[config.mk]
export PLATFORM = sky130hd
export DESIGN_NAME = mips_debug_unit
export DESIGN_NICKNAME = d
export VERILOG_FILES = /design/src/rtl/mips_debug_unit.sv
export SDC_FILE = /design/constraint.sdc
export NUM_CORES = 1
export LEC_CHECK = 0
export CAP_MARGIN = 15
export CORE_ASPECT_RATIO = 2
export CORE_UTILIZATION = 45
export DETAILED_ROUTE_END_ITERATION = 12
export GPL_TIMING_DRIVEN = 0
export PLACE_DENSITY_LB_ADDON = 0.2
export RECOVER_POWER = 25
export SLEW_MARGIN = 5
export SYNTH_ARGS = -nofsm -noshare
export SYNTH_HDL_FRONTEND = slang
export SYNTH_SLANG_ARGS = --single-unit
export TNS_END_PERCENT = 10
[constraint.sdc]
create_clock -name i_clk -period 1.7 [get_ports i_clk]
set_clock_uncertainty 0.05 [all_clocks]
set_input_delay 0.17 -clock i_clk [delete_from_list [all_inputs] [get_ports i_clk]]
set_output_delay 0.17 -clock i_clk [all_outputs]
set_load 0.02 [all_outputs]
[src/rtl/mips_debug_unit.sv]
// mips_debug_unit: host-side debug controller for the MIPS pipeline.
// The host sends byte commands over UART to load program words, run, halt
// and single-step the core. After each step the unit streams back PC and
// write-back data, MSB first.
module mips_debug_unit #(
  parameter int NB_BITS = 32,
  parameter int NB_ADDR = 8,
  parameter int NB_BYTE = 8
) (
  input  logic               i_clk,
  input  logic               i_rst,
  input  logic [NB_BYTE-1:0] i_rx_data,
  input  logic               i_rx_valid,
  output logic [NB_BYTE-1:0] o_tx_data,
  output logic               o_tx_start,
  input  logic               i_tx_done,
  output logic [NB_BITS-1:0] o_instr_data,
  output logic [NB_ADDR-1:0] o_instr_addr,
  output logic               o_instr_we,
  output logic               o_debug,
  output logic               o_step,
  input  logic [NB_BITS-1:0] i_pc,
  input  logic [NB_BITS-1:0] i_wb_data
);

  localparam int WORD_BYTES = NB_BITS / NB_BYTE;
  localparam int BC_W       = $clog2(WORD_BYTES);
  localparam int TX_W       = 2 * NB_BITS;
  localparam int TX_BYTES   = TX_W / NB_BYTE;
  localparam int TC_W       = $clog2(TX_BYTES + 1);

  localparam logic [NB_BYTE-1:0] CMD_LOAD = NB_BYTE'(8'h4C);
  localparam logic [NB_BYTE-1:0] CMD_RUN  = NB_BYTE'(8'h52);
  localparam logic [NB_BYTE-1:0] CMD_STEP = NB_BYTE'(8'h53);
  localparam logic [NB_BYTE-1:0] CMD_HALT = NB_BYTE'(8'h48);
  localparam logic [NB_BYTE-1:0] ACK      = NB_BYTE'(8'h4B);

  typedef enum logic [3:0] {
    IDLE, LD_CNT, LD_BYTE, LD_WR, RUN, STEP, SNAP, TX_SEND, TX_WAIT
  } state_t;

  state_t state, state_nx;

  logic [NB_BYTE-1:0] words_left;  // words still to be written in this load
  logic [NB_ADDR-1:0] addr;        // wraps freely past memory depth
  logic [BC_W-1:0]    byte_cnt;
  logic [NB_BITS-1:0] word;
  logic [TX_W-1:0]    tx_sr;       // outgoing bytes, current byte on top
  logic [TC_W-1:0]    tx_cnt;

  // state register
  always_ff @(posedge i_clk) begin
    if (i_rst) state <= IDLE;
    else       state <= state_nx;
  end

  // next-state logic; rx bytes and tx_done are only looked at by the states that use them
  always_comb begin
    state_nx = state;
    case (state)
      IDLE: if (i_rx_valid) begin
        if      (i_rx_data == CMD_LOAD) state_nx = LD_CNT;
        else if (i_rx_data == CMD_RUN)  state_nx = RUN;
        else if (i_rx_data == CMD_STEP) state_nx = STEP;
      end
      LD_CNT:  if (i_rx_valid) state_nx = (i_rx_data == '0) ? IDLE : LD_BYTE;
      LD_BYTE: if (i_rx_valid && byte_cnt == BC_W'(WORD_BYTES - 1)) state_nx = LD_WR;
      LD_WR:   state_nx = (words_left == NB_BYTE'(1)) ? TX_SEND : LD_BYTE;
      RUN:     if (i_rx_valid && i_rx_data == CMD_HALT) state_nx = IDLE;
      STEP:    state_nx = SNAP;
      SNAP:    state_nx = TX_SEND;
      TX_SEND: state_nx = TX_WAIT;
      TX_WAIT: if (i_tx_done) state_nx = (tx_cnt == TC_W'(1)) ? IDLE : TX_SEND;
      default: state_nx = IDLE;
    endcase
  end

  // datapath: word assembly, load addressing and transmit shift register
  always_ff @(posedge i_clk) begin
    if (i_rst) begin
      words_left <= '0;
      addr       <= '0;
      byte_cnt   <= '0;
      word       <= '0;
      tx_sr      <= '0;
      tx_cnt     <= '0;
    end else begin
      case (state)
        LD_CNT: if (i_rx_valid) begin
          words_left <= i_rx_data;
          addr       <= '0;
          byte_cnt   <= '0;
        end
        LD_BYTE: if (i_rx_valid) begin
          word     <= {word[NB_BITS-NB_BYTE-1:0], i_rx_data};
          byte_cnt <= byte_cnt + BC_W'(1);
        end
        LD_WR: begin
          words_left <= words_left - NB_BYTE'(1);
          addr       <= addr + NB_ADDR'(1);
          byte_cnt   <= '0;
          // last word: queue the single ack byte
          if (words_left == NB_BYTE'(1)) begin
            tx_sr  <= {ACK, {(TX_W-NB_BYTE){1'b0}}};
            tx_cnt <= TC_W'(1);
          end
        end
        SNAP: begin
          tx_sr  <= {i_pc, i_wb_data};
          tx_cnt <= TC_W'(TX_BYTES);
        end
        TX_WAIT: if (i_tx_done) begin
          tx_sr  <= tx_sr << NB_BYTE;
          tx_cnt <= tx_cnt - TC_W'(1);
        end
        default: ;
      endcase
    end
  end

  // outputs decoded from state; data outputs come straight from registers
  always_comb begin
    o_debug      = (state != RUN);
    o_step       = (state == STEP);
    o_instr_we   = (state == LD_WR);
    o_tx_start   = (state == TX_SEND);
    o_instr_addr = addr;
    o_instr_data = word;
    o_tx_data    = tx_sr[TX_W-1 -: NB_BYTE];
  end

endmodule

==> results of run 1 <==
==> Yosys cell counts (2+ instances only) <==
| master | n | area share (%) |
|---|---|---|
| inv_1 | 8 | 0.56 |
| a21oi_1 | 62 | 5.8 |
| nand3_1 | 19 | 1.8 |
| nand4_1 | 4 | 0.47 |
| nand2b_1 | 2 | 0.23 |
| clkbuf_1 | 28 | 2.0 |
| nand3_2 | 2 | 0.37 |
| a22oi_1 | 56 | 7.9 |
| nand3b_1 | 3 | 0.42 |
| buf_4 | 11 | 1.5 |
| a221oi_1 | 5 | 0.82 |
| and3_1 | 4 | 0.47 |
| a211oi_1 | 57 | 8.0 |
| nor2_1 | 95 | 6.7 |
| o21ai_0 | 10 | 0.93 |
| ha_1 | 6 | 1.4 |
| nor2b_1 | 3 | 0.35 |
| nand2_1 | 87 | 6.1 |
| buf_2 | 25 | 2.3 |
| a31oi_1 | 5 | 0.58 |
| dfxtp_1 | 122 | 46 |
| nor3_1 | 5 | 0.47 |
==> kinds of logic (layout without fill, tap and decap cells) <==
group,after synthesis,in the layout
simple gates,236,236
buf+inv,72,244
flops,122,122
compound gates,210,210
mux,2,2
fa+ha+maj,7,7
xor+xnor,1,1
==> registers in the layout (all words and copies together), names as in the netlist <==
signal and cells:
tx_sr 64, o_instr_data 32, o_instr_addr 8, words_left 8, state 4, tx_cnt 4, byte_cnt 2
==> per-layer routing <==
| layer | track usage, % | part of all wire (%) |
|---|---|---|
| met5 | 0 | 0 |
| met4 | 19.5 | 6.2 |
| met3 | 4.84 | 4.0 |
| met2 | 56.8 | 57 |
| met1 | 24.2 | 33 |
==> area by class of cell <==
| cell class | count | area, um^2 |
|---|---|---|
| Tap cell | 145 | 181 |
| Timing Repair Buffer | 144 | 1380 |
| Fill cell | 942 | 3720 |
| Clock inverter | 8 | 72.6 |
| Clock buffer | 21 | 470 |
| Multi-Input combinational cell | 456 | 2840 |
| Sequential cell | 122 | 2460 |
| Buffer | 63 | 478 |
| Inverter | 8 | 30.0 |
==> worst max path at each step <==
stage	from	endpoint	slack (ns)	depth (start not counted)
after floorplan	state[1]	state[1]	0.01	6
after global placement	i_rx_data[6]	state[0]	-0.63	6
after detailed placement	i_rx_data[6]	state[0]	-0.67	6
after CTS	state[1]	tx_cnt[2]	-0.1	7
after global routing	state[1]	state[1]	-0.20	6
final	state[1]	state[0]	-0.14	6
==> tightest hold or removal path: stages <==
cell           delay (ns)
dlygate4sd2_1        0.33
nand2_1              0.09
a21oi_1              0.05
==> through the flow <==
stage          worst slack (ns)  cell area, um^2  hold slack (ns)  TNS, ns
2_1_floorplan            0.0105             5360            0.256        0
3_3_place_gp             -0.633             6800            0.394   -31.41
3_5_place_dp             -0.668             6800            0.398   -33.64
4_1_cts                 -0.0985             7750            0.217    -2.28
5_1_grt                  -0.203             7910            0.228   -11.87
6_report                 -0.141             7910            0.226    -2.93
==> power by group through the flow <==
stage                     sequential [W]  combinational [W]  clock, W
final                            0.00288           0.000428   0.00336
after global routing             0.00288           0.000445   0.00350
after CTS                        0.00289           0.000406   0.00337
after detailed placement         0.00294           0.000376         0
after global placement           0.00294           0.000372         0
after floorplan                  0.00294           0.000130         0
==> what timing repair did <==
action	4_1_cts	5_1_grt
gates cloned	2	0
hold endpoints to repair	0	0
pin swaps	27	18
resized for setup	103	64
setup buffers	16	1
endpoints found under the setup margin	118	113
==> summary.md, run 1 <==
| Metric | Value |
|---|---|
| Run status | `complete, but fails checks` |
| Violated checks | `negative setup slack` |
| Logic gate share of total power | `6.4%` |
| Share of layout cells above drive strength 1 | `19.3%` |
| Starting Density | `46.0%` |
| Relative slew slack | `56.7%` |
| Clock Power Share | `50.4%` |
| Mux contribution to synthesized area | `0.397%` |
| Gpl congestion | `0.894` |
| WHS Endpoint | `o_instr_data[2]` |
| Largest net degree at the start of global routing | `17` |
| Synth Area in Simple Gates | `19.4%` |
| Most used cell, CP | `o21ai_1` |
| CTS clock-pin slew for the worst setup and hold paths | `0.06 ns` |
| Max FO, Critical Path | `8` |
| Switching part of the total | `22.4%` |
| FFs w/ async S/R, synth | `0%` |
| Root buf cell | `clkbuf_16` |
| FP Rows | `56` |
| Largest family of logic cells by synthesized area | `compound AO/OA/AOI/OAI gates` |
| Flop pwr share | `43.2%` |
| Post-synthesis cell count | `650` |
| CTS tree | `yes` |
| Hold WC Path Type | `in2reg` |
| Die width | `79.1 um` |
| WP buf/inv | `1` |
| Worst Max-Slew Pin Slew | `0.649 ns` |
| Max incr delay on CP | `0.70 ns` |
| R2R setup slack | `-0.14 ns` |
| Internal power | `0.00518 W` |
| EDFF count, synth | `0` |
| Antenna violations before repair | `0` |
| Post-Layout Cell Count | `967` |
| Pwr/cell area | `844 nW/um^2` |
| Critical path endpoint category | `flop` |
| Maximum vdd drop | `0.864 mV` |
| Final setup violation count | `62` |
| Final Hold Violating Endpoints | `0` |
| Area grow syn2layout | `47.6%` |
| Worst endpoint required time | `1.92 ns` |
| N_diodes | `0` |
| Compound-Gate Fraction of Synth Area | `26.4%` |
| Minimum clock period | `1.84 ns` |
| Vias in the first global route | `5535` |
| First-pass GRT wire length | `26600 um` |
| Vias per inst | `5.74` |
| DP HPWL | `12800 um` |
| Routed Antenna Nets | `0` |
| Yosys cell types | `53` |
| Drt first pass iters | `5` |
| Number of synthesized register bits | `122` |
| Total chip power | `0.00667 W` |
| Syn avg cell area | `8.24 um^2` |
| Reg2reg path depth | `6` |
| DRT iter0 DRCs | `263` |
| Register area share after synthesis | `45.6%` |
| Worst path top cell family by delay | `simple AND/OR/NAND/NOR gates` |
| Worst skew pair latency | `0.41 ns` |
| Fin crit share | `108%` |
| Syn. warnings | `0` |
| Slowest CP cell | `or4b_2` |
| Wire per inst | `18.3 um` |
| Main flop type after synthesis | `dfxtp_1` |
| Hold path depth | `3` |
| Max-Cap Viols | `0` |
| CTS buffer count | `17` |
| XOR/XNOR share of the synthesized area | `0.164%` |
| Final worst setup slack | `-0.141 ns` |
| Crit Path Category | `reg2reg` |
| Psw | `0.00150 W` |
| Inst Count DP | `920` |
| CTS H-tree lvls | `4` |
| Utilization after layout | `68.0%` |
| CP arrival | `2.06 ns` |
| Die ar. | `12400 um^2` |
| I/O pin count | `128` |
| Unrepaired setup endpoints after global routing | `true` |
| Hold path startpoint | `i_rx_data[2]` |
| Congestion Overflow GR | `0` |
| Clock sinks | `122` |
| Mapped Area | `5360 um^2` |
| Number of hold buffers added after CTS | `0` |
| Commonest cells after routing, fill and taps aside | `117 x dfxtp_1, 114 x clkdlybuf4s50_1, 88 x nor2_1` |
| FF-to-FF End | `state[0]` |
| IO buf count | `125` |
| CTS Buffer Depth | `2` |
| Max-slew violations | `0` |
| Mapped Nets | `732` |
| Detailed Route WL | `17700 um` |
| Total GRT Usage | `28.5%` |
| Critical Path Start Type | `flop` |
| Routed via count | `5547` |
| DRC Markers | `0` |
| Layout net count | `894` |
| Max Clk Rate | `0.543 GHz` |
| Adder-cell area share of the yosys netlist | `1.59%` |
| Pleak | `2.65 nW` |
| Commonest non-fill, non-tap cell in the layout | `dfxtp_1` |
| Reg-to-Reg Start | `state[1]` |
| Crit path cell chain | `buf_6 > or4b_2 > a21oi_4 > a2111oi_4 > o21ai_1 > o21ai_1` |
| CORE AREA | `11600 um^2` |
| Die height | `156 um` |
Note: power is estimated with default switching activity, not from simulation.
==> inputs of run 2 (changes only) <==
GPL_TIMING_DRIVEN = unset   (was 0)
==> run 2 against run 1 <==
  * The run still ends with negative setup slack left
  * Sequential power about the same
  * Via count increased by 1.6%
  * Global-route usage decreased by 1.3 points
  * Critical path depth unchanged
  * Largest cell class unchanged
  * Fmax increased by 4.1%
  * Highest routed layer unchanged
  * First-iteration DRC count increased by 5.3%
  * Routed wire length decreased by 2.4%
  * Combinational power increased by 16%
  * Non-clock buffer count increased by 11
==> summary.md, run 2 (synthesis results as in run 1) <==
| Metric | Value |
|---|---|
| Die ar. | `12400 um^2 (unchanged)` |
| Worst skew pair latency | `0.41 ns (about the same)` |
| Largest net degree at the start of global routing | `49 (+32)` |
| CTS tree | `yes` |
| Final worst setup slack | `-0.0688 ns (+0.0721 ns)` |
| CTS buffer count | `17 (unchanged)` |
| Maximum vdd drop | `0.796 mV (-7.9%)` |
| FP Rows | `56 (unchanged)` |
| Antenna violations before repair | `0 (unchanged)` |
| Die width | `79.1 um (unchanged)` |
| CTS clock-pin slew for the worst setup and hold paths | `0.06 ns (about the same)` |
| Wire per inst | `17.6 um (-3.8%)` |
| Drt first pass iters | `6 (+1)` |
| Layout net count | `905 (+1.2%)` |
| Hold path depth | `2 (-1)` |
| Total chip power | `0.00709 W (+6.3%)` |
| Gpl congestion | `0.865 (-3.2%)` |
| Max reg flops | `64 (unchanged)` |
| First-pass GRT wire length | `25700 um (-3.4%)` |
| Run status | `complete, but fails checks` |
| Crit Path Category | `reg2reg` |
| Max Clk Rate | `0.565 GHz (+4.1%)` |
| Unrepaired setup endpoints after global routing | `true` |
| Area grow syn2layout | `54.1%` |
| Share of layout cells above drive strength 1 | `22.6% (+3.3 points)` |
| CTS Buffer Depth | `2 (unchanged)` |
| Routed via count | `5633 (+1.6%)` |
| DRC Markers | `0 (unchanged)` |
| CTS H-tree lvls | `4 (unchanged)` |
| Root buf cell | `clkbuf_16` |
| Inst Count DP | `934 (+1.5%)` |
| Violated checks | `negative setup slack` |
| I/O pin count | `128 (unchanged)` |
| Max-Cap Viols | `0 (unchanged)` |
| Die height | `156 um (unchanged)` |
| Worst endpoint required time | `1.94 ns (+0.02 ns)` |
| DP HPWL | `11700 um (-8.3%)` |
| Starting Density | `46.0% (unchanged)` |
| IO buf count | `127 (+1.6%)` |
| Vias in the first global route | `5553 (+0.33%)` |
| Reg2reg path depth | `6 (unchanged)` |
| Pwr/cell area | `860 nW/um^2 (+1.9%)` |
| Final setup violation count | `12 (-81%)` |
| Post-Layout Cell Count | `981 (+1.4%)` |
| Detailed Route WL | `17200 um (-2.4%)` |
| Critical Path Start Type | `flop` |
| Vias per inst | `5.74 (+0.10%)` |
| Final Hold Violating Endpoints | `0 (unchanged)` |
| Max-slew violations | `0 (unchanged)` |
| CORE AREA | `11600 um^2 (unchanged)` |
| Max FO, Critical Path | `7 (-1)` |
| Commonest cells after routing, fill and taps aside | `116 x dfxtp_1, 113 x clkdlybuf4s50_1, 91 x nor2_1` |
| CP arrival | `2.01 ns (-0.05 ns)` |
| Total GRT Usage | `27.2% (-1.3 points)` |
| Pleak | `2.80 nW (+5.9%)` |
| Worst Max-Slew Pin Slew | `0.455 ns (-0.194 ns)` |
| Congestion Overflow GR | `0 (unchanged)` |
| DRT iter0 DRCs | `277 (+5.3%)` |
| Setup TNS | `-0.340 ns (+2.59 ns)` |
| Relative slew slack | `69.2% (+13 points)` |
| Minimum clock period | `1.77 ns (-0.0721 ns)` |
| Reg with most FFs | `tx_sr` |
| Hold WC Path Type | `in2reg` |
| Critical path endpoint category | `flop` |
| Clock sinks | `122 (unchanged)` |
| Fin crit share | `104% (-4.2 points)` |
| Routed Antenna Nets | `0 (unchanged)` |
| N_diodes | `0 (unchanged)` |
| # fillers | `929 (-1.4%)` |
| Commonest non-fill, non-tap cell in the layout | `dfxtp_1` |
run 2: cell types whose count changed in the layout (fill, tap and decap cells not counted), sizes merged, moves of 2 or more:
cell and change:
inv +3, buf +27, dlygate4sd2 -2, dlygate4sd3 +3, clkbuf -18, bufinv +2
run 2: repair_timing:
item	in CTS	in global routing
gates resized for setup	52	43
hold endpoints to repair	0	0
hold buffers	0	0
pin swaps	12	12
setup endpoints to repair	86	111
setup buffers	7	4
cloned	0	4
run 2: worst max-delay path: stages (launching register included):
cell,delay [ns]
dfxtp_4,0.37
buf_4,0.16
or4_4,0.50
a31oi_4,0.20
a2111oi_4,0.11
a31oi_1,0.20
nor3_1,0.06
run 2: worst paths after layout:
check / from / endpoint / slack, ns
setup / recovery: state[1] / state[1] / -0.07
hold / removal: i_rst / tx_sr[51] / 0.03
setup reg to reg: state[1] / state[1] / -0.07
hold reg to reg: o_instr_data[28] / o_instr_data[28] / 0.41
run 2: through the flow:
step                utilization (%)  cell area [um^2]  setup WS (ns)  hold slack [ns]
finish                         70.9              8250        -0.0688           0.0301
global route                   70.9              8250         -0.147           0.0378
CTS                            68.6              7980        -0.0612          0.00698
detailed placement             61.8              7190         -0.479            0.399
global placement               61.8              7190         -0.373            0.394
floorplan                         -              5360         0.0105            0.256
run 2: layout make-up:
| class | count | area [um^2] | area share [%] |
|---|---|---|---|
| clock buffer | 19 | 443 | 5.37 |
| tap | 145 | 181 | 2.20 |
| multi-input combinational | 456 | 2880 | 34.9 |
| sequential | 122 | 2460 | 29.8 |
| inverter | 8 | 30.0 | 0.364 |
| timing repair buffer | 218 | 2090 | 25.4 |
| clock inverter | 13 | 168 | 2.03 |
run 2: layer usage:
| metal | GRT usage, % | vias to the layer above | wire (um) |
|---|---|---|---|
| li1 | - | 2676 | - |
| met1 | 24.5 | 2717 | 5830 |
| met2 | 53.1 | 187 | 9930 |
| met3 | 6.18 | 53 | 692 |
| met4 | 15.3 | 0 | 792 |
| met5 | 0 | - | 0 |
run 2: where the power goes:
part           leakage (nW)  internal (W)  switching (W)
logic                  1.52      0.000284       0.000213
clock network         0.294       0.00236        0.00136
registers             0.986       0.00287      0.0000135
total                  2.80       0.00551        0.00159
==> inputs of run 3 (changes only) <==
REMOVE_ABC_BUFFERS = 1   (was unset)
==> run 3 against run 2 <==
  * The run still ends with negative setup slack left
  * Worst setup slack got worse by 0.078 ns
  * Fmax fell by 4.2%
  * Combinational power shrank 7.8%
  * Design area rose by 3.0%
  * Utilization grew 2.1 points
  * Count of clock-buffer cells in the layout fell by 1
  * First-iteration DRC count decreased by 2.2%
  * Total power rose by 5.6%
  * Non-clock buffer count fell by 11
  * Register-to-register slack got worse by 0.08 ns
  * Clock power is 12% higher
  * Critical path type unchanged
==> summary.md, run 3 (synthesis results as in run 1) <==
| Metric | Value |
|---|---|
| Run status | `complete, but fails checks` |
| Violated checks | `negative setup slack` |
| Minimum clock period | `1.85 ns (+0.0784 ns)` |
| Starting Density | `46.0% (unchanged)` |
| Hold path startpoint | `i_rst` |
| N_diodes | `0 (unchanged)` |
| Setup Slack @ Placement | `-0.512 ns (-0.0335 ns)` |
| CP arrival | `2.08 ns (+0.07 ns)` |
| Reg2reg path depth | `8 (+2)` |
| I/O pin count | `128 (unchanged)` |
| Pwr/cell area | `881 nW/um^2 (+2.5%)` |
| FF-to-FF End | `tx_cnt[1]` |
| Clock sinks | `122 (unchanged)` |
| Congestion Overflow GR | `0 (unchanged)` |
| Worst endpoint required time | `1.94 ns (about the same)` |
| Relative slew slack | `70.1% (+0.84 points)` |
| Fin crit share | `109% (+4.6 points)` |
| Crit path cell chain | `ha_4 > nor2b_4 > nand4_1 > nand3_4 > buf_6 > buf_12 > mux2i_1 > nor2_1` |
| Max reg flops | `64 (unchanged)` |
| Critical path endpoint category | `flop` |
| Final setup violation count | `59 (+47)` |
| Commonest non-fill, non-tap cell in the layout | `dfxtp_1` |
| Internal power | `0.00592 W (+7.6%)` |
| Worst Max-Slew Pin Slew | `0.446 ns (-0.00955 ns)` |
| Maximum vdd drop | `0.868 mV (+9.1%)` |
| CORE AREA | `11600 um^2 (unchanged)` |
| Number of hold buffers added after CTS | `0 (unchanged)` |
| Reg-to-Reg Start | `words_left[0]` |
| Die ar. | `12400 um^2 (unchanged)` |
| R2R setup slack | `-0.15 ns (-0.08 ns)` |
| Flop pwr share | `38.4% (-2.2 points)` |
| Largest net degree at the start of global routing | `50 (+2.0%)` |
| Global route hottest layer | `met2` |
| Max Clk Rate | `0.541 GHz (-4.2%)` |
| Total chip power | `0.00749 W (+5.6%)` |
| Grt met2 use | `52.9% (-0.25 points)` |
| Psw | `0.00157 W (-1.2%)` |
| Hold path depth | `2 (unchanged)` |
| Hold WC Path Type | `in2reg` |
| WHS Endpoint | `o_instr_addr[3]` |
| Root buf cell | `clkbuf_16` |
| Area grow syn2layout | `58.7%` |
| CTS tree | `yes` |
| Final worst setup slack | `-0.147 ns (-0.0784 ns)` |
| CTS clock-pin slew for the worst setup and hold paths | `0.06 ns (about the same)` |
| Routed via count | `5570 (-1.1%)` |
| Die width | `79.1 um (unchanged)` |
| Wire per inst | `17.7 um (+0.88%)` |
| Vias per inst | `5.75 (+0.11%)` |
| Setup TNS | `-4.37 ns (-4.03 ns)` |
| Worst path top cell family by delay | `simple AND/OR/NAND/NOR gates` |
| Vias in the first global route | `5593 (+0.72%)` |
| Die height | `156 um (unchanged)` |
| Max-Cap Viols | `0 (unchanged)` |
| Gpl congestion | `0.840 (-2.9%)` |
| Antenna violations before repair | `0 (unchanged)` |
| Worst skew pair latency | `0.41 ns (about the same)` |
| DP HPWL | `10200 um (-13%)` |
| Max FO, Critical Path | `7 (unchanged)` |
| Commonest cells after routing, fill and taps aside | `117 x dfxtp_1, 110 x clkdlybuf4s50_1, 86 x nand2_1` |
| Reg with most FFs | `tx_sr` |
| Critical Path Start Type | `flop` |
| DRC Markers | `0 (unchanged)` |
| Unrepaired setup endpoints after global routing | `true` |
| Slowest CP cell | `dfxtp_1` |
| Drt first pass iters | `5 (-1)` |
| Max incr delay on CP | `0.41 ns (-0.09 ns)` |
| IO buf count | `127 (unchanged)` |
| DRT iter0 DRCs | `271 (-2.2%)` |
| Max-slew violations | `0 (unchanged)` |
| Crit Path Category | `reg2reg` |
| M3 GR Usage | `4.84% (-1.3 points)` |
| Detailed Route WL | `17200 um (-0.35%)` |
| CTS Buffer Depth | `2 (unchanged)` |
| Pleak | `2.88 nW (+2.6%)` |
| Switching part of the total | `20.9% (-1.4 points)` |
| Final Hold Violating Endpoints | `0 (unchanged)` |
| FP Rows | `56 (unchanged)` |
| Routed Antenna Nets | `0 (unchanged)` |
| Layout net count | `894 (-1.2%)` |
| CTS H-tree lvls | `4 (unchanged)` |
| Clock Power Share | `55.4% (+3.0 points)` |
| First-pass GRT wire length | `26400 um (+2.7%)` |
| WP buf/inv | `2 (+1)` |
| Met1 GRT Util | `27.4% (+2.9 points)` |
| Logic gate share of total power | `6.1% (-0.9 points)` |
| Share of layout cells above drive strength 1 | `25.4% (+2.8 points)` |
| Total GRT Usage | `27.4% (+0.26 points)` |
| CTS buffer count | `17 (unchanged)` |
run 3: cell type report:
cell class	count	area, um^2
Clock buffer	18	439
Clock inverter	13	240
Fill cell	861	3130
Inverter	8	30.0
Multi-Input combinational cell	456	2980
Sequential cell	122	2450
Tap cell	145	181
Timing Repair Buffer	207	2180
run 3: per-stage QoR:
step / instance area, um^2 / instances / hold WS, ns / util, %
detailed placement: 7050 / 915 / 0.400 / 60.6
finish: 8500 / 969 / 0.0688 / 73.1
floorplan: 5040 / 586 / 0.189 / -
global route: 8500 / 969 / 0.0761 / 73.1
CTS: 8360 / 965 / 0.0509 / 71.8
global placement: 7050 / 915 / 0.393 / 60.6
run 3: worst register-to-register path, stage by stage (launching register included):
cell,delay (ns)
dfxtp_1,0.41
ha_4,0.15
nor2b_4,0.11
nand4_1,0.21
nand3_4,0.22
buf_6,0.16
buf_12,0.13
mux2i_1,0.21
nor2_1,0.07
run 3: power by group through the flow:
stage                     Sequential (W)  Clock, W  Combinational [W]
final                            0.00288   0.00415           0.000458
after global placement           0.00294         0           0.000424
after detailed placement         0.00294         0           0.000425
after CTS                        0.00288   0.00420           0.000443
after global routing             0.00288   0.00434           0.000483
after floorplan                  0.00295         0          0.0000763
run 3: worst max path at each step:
stage	from	endpoint	slack [ns]	cells past startpoint
3_3_place_gp	i_rx_data[3]	state[0]	-0.39	6
6_report	words_left[0]	tx_cnt[1]	-0.15	8
4_1_cts	state[2]	tx_sr[26]	-0.08	9
5_1_grt	words_left[0]	tx_cnt[1]	-0.24	8
3_5_place_dp	i_rx_data[3]	state[0]	-0.51	6
2_1_floorplan	state[3]	tx_cnt[1]	-2.17	5
run 3: routing by layer:
metal	wire length, um	up-vias
li1	-	2659
met1	6160	2688
met2	9840	184
met3	757	39
met4	430	0
met5	0	-
run 3: repair_timing:
item,4_1_cts,5_1_grt
buffers inserted,11,3
resized for setup,102,37
endpoints found under the setup margin,93,117
pin swaps,26,23
gates cloned,8,1
